[src/rtl/pacman_pkg.sv]
// Shared constants, state encoding and the prescaler reload helper for the
// pacman game controller and its neighbours (renderer, maze logic).
package pacman_pkg;

  typedef enum logic [2:0] {
    ST_IDLE      = 3'd0,
    ST_READY     = 3'd1,
    ST_PLAY      = 3'd2,
    ST_DYING     = 3'd3,
    ST_LEVEL_UP  = 3'd4,
    ST_GAME_OVER = 3'd5
  } state_e;

  localparam int unsigned TICK_RELOAD_DEF = 500000;
  localparam int unsigned TILE_SIZE       = 8;
  localparam int unsigned GRID_W          = 28;
  localparam int unsigned GRID_H          = 31;
  localparam int unsigned PHASE_W         = 16;

  // Faster ticks per level, but never below one step so high levels cannot wrap.
  function automatic logic [31:0] calc_reload(input logic [2:0] lvl,
                                              input int unsigned base,
                                              input int unsigned step);
    int unsigned drop;
    drop = 32'(lvl) * step;
    if (drop + step > base) calc_reload = step;
    else                    calc_reload = base - drop;
  endfunction

endpackage

[src/rtl/pacman_tick_gen.sv]
// Down-counting prescaler: ticks when the count reaches zero and reloads in
// the same cycle, giving a period of reload+1 enabled cycles.
module pacman_tick_gen #(
  parameter int unsigned RELOAD_INIT = 500000
) (
  input  logic        clk_pix,
  input  logic        rst_n,
  input  logic        enable,
  input  logic        load,
  input  logic [31:0] reload,
  output logic        tick
);

  logic [31:0] cnt_q, cnt_d;

  always_comb begin
    cnt_d = cnt_q;
    tick  = 1'b0;
    if (load) begin
      cnt_d = reload;
    end else if (enable) begin
      if (cnt_q == '0) begin
        tick  = 1'b1;
        cnt_d = reload;
      end else begin
        cnt_d = cnt_q - 32'd1;
      end
    end
  end

  always_ff @(posedge clk_pix or negedge rst_n) begin
    if (!rst_n) cnt_q <= RELOAD_INIT;
    else        cnt_q <= cnt_d;
  end

endmodule

[src/rtl/pacman_game_ctrl.sv]
// Pacman game flow controller: start/ready/play/dying/level-up/game-over
// sequencing, lives and level bookkeeping, and the movement tick strobe.
module pacman_game_ctrl
  import pacman_pkg::*;
#(
  parameter int unsigned TICK_RELOAD   = TICK_RELOAD_DEF,
  parameter int unsigned TICK_STEP     = 50000,
  parameter int unsigned LIVES_INIT    = 3,
  parameter int unsigned READY_TICKS   = 20,
  parameter int unsigned DEATH_TICKS   = 12,
  parameter int unsigned LEVELUP_TICKS = 16,
  parameter int unsigned LEVEL_MAX     = 7
) (
  input  logic       clk_pix,
  input  logic       rst_n,
  input  logic       game_active,
  input  logic       btn_left,
  input  logic       btn_right,
  input  logic       hit,
  input  logic       board_clear,
  output logic       move_tick,
  output logic       reset_actors,
  output logic       reset_board,
  output logic [1:0] lives,
  output logic [2:0] level,
  output logic [2:0] phase,
  output logic       game_over
);

  state_e               state_q, state_d;
  logic [1:0]           lives_q, lives_d;
  logic [2:0]           level_q, level_d;
  logic [PHASE_W-1:0]   phase_cnt_q, phase_cnt_d;
  logic                 btn_l_prev_q, btn_r_prev_q;
  logic                 move_tick_q, move_tick_d;
  logic                 reset_actors_q, reset_actors_d;
  logic                 reset_board_q, reset_board_d;

  logic                 press, start, tick, phase_done;
  logic [PHASE_W-1:0]   phase_last;
  logic [31:0]          tick_reload;

  assign press = game_active & ((btn_left & ~btn_l_prev_q) | (btn_right & ~btn_r_prev_q));
  assign start = press & ((state_q == ST_IDLE) | (state_q == ST_GAME_OVER));

  // A new game always runs at level 0 speed, even before level_q is cleared.
  assign tick_reload = start ? calc_reload(3'd0, TICK_RELOAD, TICK_STEP)
                             : calc_reload(level_q, TICK_RELOAD, TICK_STEP);

  pacman_tick_gen #(
    .RELOAD_INIT(TICK_RELOAD)
  ) u_tick_gen (
    .clk_pix (clk_pix),
    .rst_n   (rst_n),
    .enable  (game_active),
    .load    (start),
    .reload  (tick_reload),
    .tick    (tick)
  );

  always_comb begin
    case (state_q)
      ST_READY:    phase_last = PHASE_W'(READY_TICKS - 1);
      ST_DYING:    phase_last = PHASE_W'(DEATH_TICKS - 1);
      ST_LEVEL_UP: phase_last = PHASE_W'(LEVELUP_TICKS - 1);
      default:     phase_last = '0;
    endcase
  end
  assign phase_done = tick & (phase_cnt_q == phase_last);

  always_comb begin
    state_d        = state_q;
    lives_d        = lives_q;
    level_d        = level_q;
    phase_cnt_d    = phase_cnt_q;
    move_tick_d    = 1'b0;
    reset_actors_d = 1'b0;
    reset_board_d  = 1'b0;
    if (game_active) begin
      case (state_q)
        ST_IDLE, ST_GAME_OVER: begin
          if (press) begin
            state_d        = ST_READY;
            lives_d        = 2'(LIVES_INIT);
            level_d        = '0;
            phase_cnt_d    = '0;
            reset_actors_d = 1'b1;
            reset_board_d  = 1'b1;
          end
        end
        ST_READY: begin
          if (phase_done) begin
            state_d     = ST_PLAY;
            phase_cnt_d = '0;
          end else if (tick) begin
            phase_cnt_d = phase_cnt_q + 1'b1;
          end
        end
        ST_PLAY: begin
          move_tick_d = tick;
          if (tick && hit) begin
            state_d     = ST_DYING;
            phase_cnt_d = '0;
          end else if (tick && board_clear) begin
            state_d     = ST_LEVEL_UP;
            phase_cnt_d = '0;
          end
        end
        ST_DYING: begin
          if (phase_done) begin
            phase_cnt_d = '0;
            if (lives_q == 2'd1) begin
              state_d = ST_GAME_OVER;
              lives_d = '0;
            end else begin
              state_d        = ST_READY;
              lives_d        = lives_q - 2'd1;
              reset_actors_d = 1'b1;
            end
          end else if (tick) begin
            phase_cnt_d = phase_cnt_q + 1'b1;
          end
        end
        ST_LEVEL_UP: begin
          if (phase_done) begin
            state_d        = ST_READY;
            phase_cnt_d    = '0;
            level_d        = (level_q >= 3'(LEVEL_MAX)) ? 3'(LEVEL_MAX) : level_q + 3'd1;
            reset_actors_d = 1'b1;
            reset_board_d  = 1'b1;
          end else if (tick) begin
            phase_cnt_d = phase_cnt_q + 1'b1;
          end
        end
        default: state_d = ST_IDLE;
      endcase
    end
  end

  always_ff @(posedge clk_pix or negedge rst_n) begin
    if (!rst_n) begin
      state_q        <= ST_IDLE;
      lives_q        <= '0;
      level_q        <= '0;
      phase_cnt_q    <= '0;
      btn_l_prev_q   <= 1'b0;
      btn_r_prev_q   <= 1'b0;
      move_tick_q    <= 1'b0;
      reset_actors_q <= 1'b0;
      reset_board_q  <= 1'b0;
    end else begin
      state_q        <= state_d;
      lives_q        <= lives_d;
      level_q        <= level_d;
      phase_cnt_q    <= phase_cnt_d;
      btn_l_prev_q   <= btn_left;
      btn_r_prev_q   <= btn_right;
      move_tick_q    <= move_tick_d;
      reset_actors_q <= reset_actors_d;
      reset_board_q  <= reset_board_d;
    end
  end

  assign move_tick    = move_tick_q;
  assign reset_actors = reset_actors_q;
  assign reset_board  = reset_board_q;
  assign lives        = lives_q;
  assign level        = level_q;
  assign phase        = state_q;
  assign game_over    = (state_q == ST_GAME_OVER);

endmodule

[config.mk]
export PLATFORM = sky130hd
export DESIGN_NAME = pacman_game_ctrl
export DESIGN_NICKNAME = d
export VERILOG_FILES = /design/src/rtl/pacman_pkg.sv /design/src/rtl/pacman_tick_gen.sv /design/src/rtl/pacman_game_ctrl.sv
export SDC_FILE = /design/constraint.sdc
export NUM_CORES = 1
export LEC_CHECK = 0
export BUFFER_PORTS_ARGS = -buffer_cell sky130_fd_sc_hd__buf_2
export CAP_MARGIN = 0
export CORE_ASPECT_RATIO = 0.75
export CORE_MARGIN = 2
export CORE_UTILIZATION = 40
export DETAILED_ROUTE_END_ITERATION = 8
export SLEW_MARGIN = 5
export SYNTH_ARGS = -nofsm -noshare
export SYNTH_HDL_FRONTEND = slang
export SYNTH_SLANG_ARGS = --single-unit
[constraint.sdc]
create_clock -name clk_pix -period 8.8 [get_ports clk_pix]
set_input_delay 0.44 -clock clk_pix [delete_from_list [all_inputs] [get_ports clk_pix]]
set_output_delay 0.44 -clock clk_pix [all_outputs]
set_load 0.01 [all_outputs]
==> reports/metrics.yaml <==
start_util: 0.416
finalCritPeriodShare: 0.506
grt_antenna_before_repair: 0
drcViolationCount: 0
synth.area.top_cells: "dfrtp_1, xnor2_1, nand2_1"
synth_area_um2: 4610
finalNetCount: 573
power_uw: 1790
drive_gt1_frac: 0.130
final_common_cell: "nand2_1"
final_core_util: 0.459
cts_resized: 0
synth.distinct_cells: 74
synth-seq-cells: 61
path_clk_slew_ns: 0.05
cts_buffers: 9
diodes: 0
core_um2: 11100
dp_hpwl_um: 8140
max_freq_mhz: 225
switching_power_uw: 808
num_vias: 4033
yosysSeqAreaShare: 0.333
synthAdderAreaFrac: 0.0489
yosysTopAreaCell: "dfrtp_1"
drt_iter0_markers: 354
die_x_um: 128
grt_pass1_wl_um: 19000
die_height_um: 96.9
syn_nets: 566
synthSimpleGateAreaFrac: 0.277
syn_area_per_cell_um2: 8.51
num_rows: 33
endpoint_kind: "flop"
cts_tree: "done"
clk_latency_ns: 0.34
wl_um: 11600
sw_frac_of_total: 0.450
synth_xor_area_frac: 0.101
async_flop_share: 1.00
cts_max_path_buffers: 2
skew_ns: 0.00759
synth.area.mux_share: 0.00679
setup.worst_path.class: "reg -> reg"
hold_buffers: 0
grt_pass1_vias: 3650
rsz0062_at_grt: "false"
synth-compound-area-share: 0.180
setup_violations: 0
io_buffers: 18
p_comb_frac: 0.509
seq_power_share: 0.253
synthCells: 541
yosysTopAreaCellShare: 0.293
die-area_um2: 12400
p_leak_uw: 0.00233
cts.sinks: 61
ant_nets: 0
finalHoldViolations: 0
htreeDepth: 3
critPathRequiredTime_ns: 9.01
layout_common_cells: "nand2_1, nor2_1, dfrtp_1"
grt_max_degree: 62
cp-start-kind: "flop"
worst_ep_arrival_time_ns: 4.66
synth_edf_count: 0
track_usage: 0.193
maxSlewViolCount: 0
ios: 19
internal_power_uw: 986
area_delta_synth_final_pct: 10.2
cts_root_buf: "clkbuf_16"
gp_congestion: 0.907
ir_worst_vdd_v: 0.000210
cts_setup_buffers: 0
yosys_warnings: 0
first_pass_iters: 5
fin_crit_ns: 4.45
clkPwrFrac: 0.238
powerDensity_nw_per_um2: 354
avgViaCountPerCell: 5.82
overflow: 0
synth-main-ff-cell: "dfrtp_1"
crit_fanout: 13
wl_per_cell_um: 16.7
tightest_slew_ns: 1.26
status: "complete, no violations"
slew-limit-headroom: 0.163
setup_tns_ns: 0
synth_top_family_by_area: "simple AND/OR/NAND/NOR gates"
hold_path.class: "in -> reg"
drv_cap: 0
[registers in the layout, summed over array words and instances, names as in the netlist]
name	count
u_tick_gen.cnt_q	32
btn_l_prev_q	1
phase_cnt_q	16
lives	2
phase	3
btn_r_prev_q	1
move_tick	1
level	3
reset_actors	1
reset_board	1
[critical path, cell delays in order (launching register included)]
cell       delay [ns]
dfrtp_1          0.58
inv_1            0.23
ha_1             0.40
inv_1            0.06
ha_1             0.41
or3_4            0.43
a2111oi_4        0.34
a211oi_1         0.11
a2111o_1         0.41
or4b_1           0.53
o211a_1          0.34
o21ai_0          0.39
nand2_1          0.09
[logic make-up after synthesis]
group                    count (synthesis)
adder cells (fa/ha/maj)                 18
XOR/XNOR                                52
flip-flops                              61
AND/OR/NAND/NOR                        245
buffers and inverters                   45
AO/OA/AOI/OAI                          117
multiplexers                             3
[power by group through the flow]
stage	logic, µW	clock network, µW	registers, µW
2_1_floorplan	766	0	424
3_3_place_gp	880	0	450
3_5_place_dp	894	0	455
4_1_cts	904	435	451
5_1_grt	1010	448	469
6_report	914	427	453
[cell usage after synthesis (5+ instances only)]
| master | number |
|---|---|
| inv_1 | 21 |
| a31oi_1 | 8 |
| nor2b_1 | 7 |
| buf_6 | 5 |
| or2_2 | 10 |
| or3_1 | 6 |
| buf_2 | 5 |
| o21ai_0 | 34 |
| a21oi_1 | 17 |
| nor3_1 | 32 |
| ha_1 | 18 |
| clkbuf_1 | 9 |
| dfstp_2 | 7 |
| nand4_1 | 5 |
| xnor2_1 | 28 |
| nor2_1 | 55 |
| nand3_1 | 14 |
| nor4_1 | 11 |
| dfrtp_1 | 54 |
| a22oi_1 | 5 |
| o31ai_1 | 5 |
| nand2_1 | 65 |
| xor2_1 | 23 |
[per-layer routing]
layer	up-vias	routed length [µm]	global-route usage
met5	-	0	0
li1	1956	-	-
met2	156	4720	0.263
met3	23	819	0.0537
met1	1898	5900	0.299
met4	0	157	0.0406
[cell type report]
class,instances,area [µm²]
Clock buffer,13,270
Sequential cell,61,1540
Multi-Input combinational cell,435,2820
Tap cell,140,175
Fill cell,1074,5990
Clock inverter,3,90.1
Inverter,21,78.8
Timing Repair Buffer,20,105
[worst paths after layout]
path	startpoint	to	slack [ns]	depth (start not counted)
min in group asynchronous	rst_n	u_tick_gen.cnt_q[0]$_DFFE_PN0P_	0.27	2
max	level[1]$_DFFE_PN0P_	u_tick_gen.cnt_q[14]$_DFFE_PN0P_	4.35	12
max reg2reg	level[1]$_DFFE_PN0P_	u_tick_gen.cnt_q[14]$_DFFE_PN0P_	4.35	12
max in group asynchronous	rst_n	phase_cnt_q[12]$_DFFE_PN0P_	7.99	2
min	btn_left	btn_l_prev_q$_DFF_PN0_	0.23	1
min reg2reg	phase_cnt_q[5]$_DFFE_PN0P_	phase_cnt_q[5]$_DFFE_PN0P_	0.52	1
[metrics by stage]
step	setup WS [ns]	cell area [µm²]	hold WS, ns	cells
floorplan	4.88	4610	0.144	541
global placement	4.55	4710	0.503	677
detailed placement	4.44	4710	0.504	677
CTS	4.40	5070	0.222	693
global route	4.13	5070	0.225	693
finish	4.35	5070	0.228	693
(Power assumes the default switching activity.)
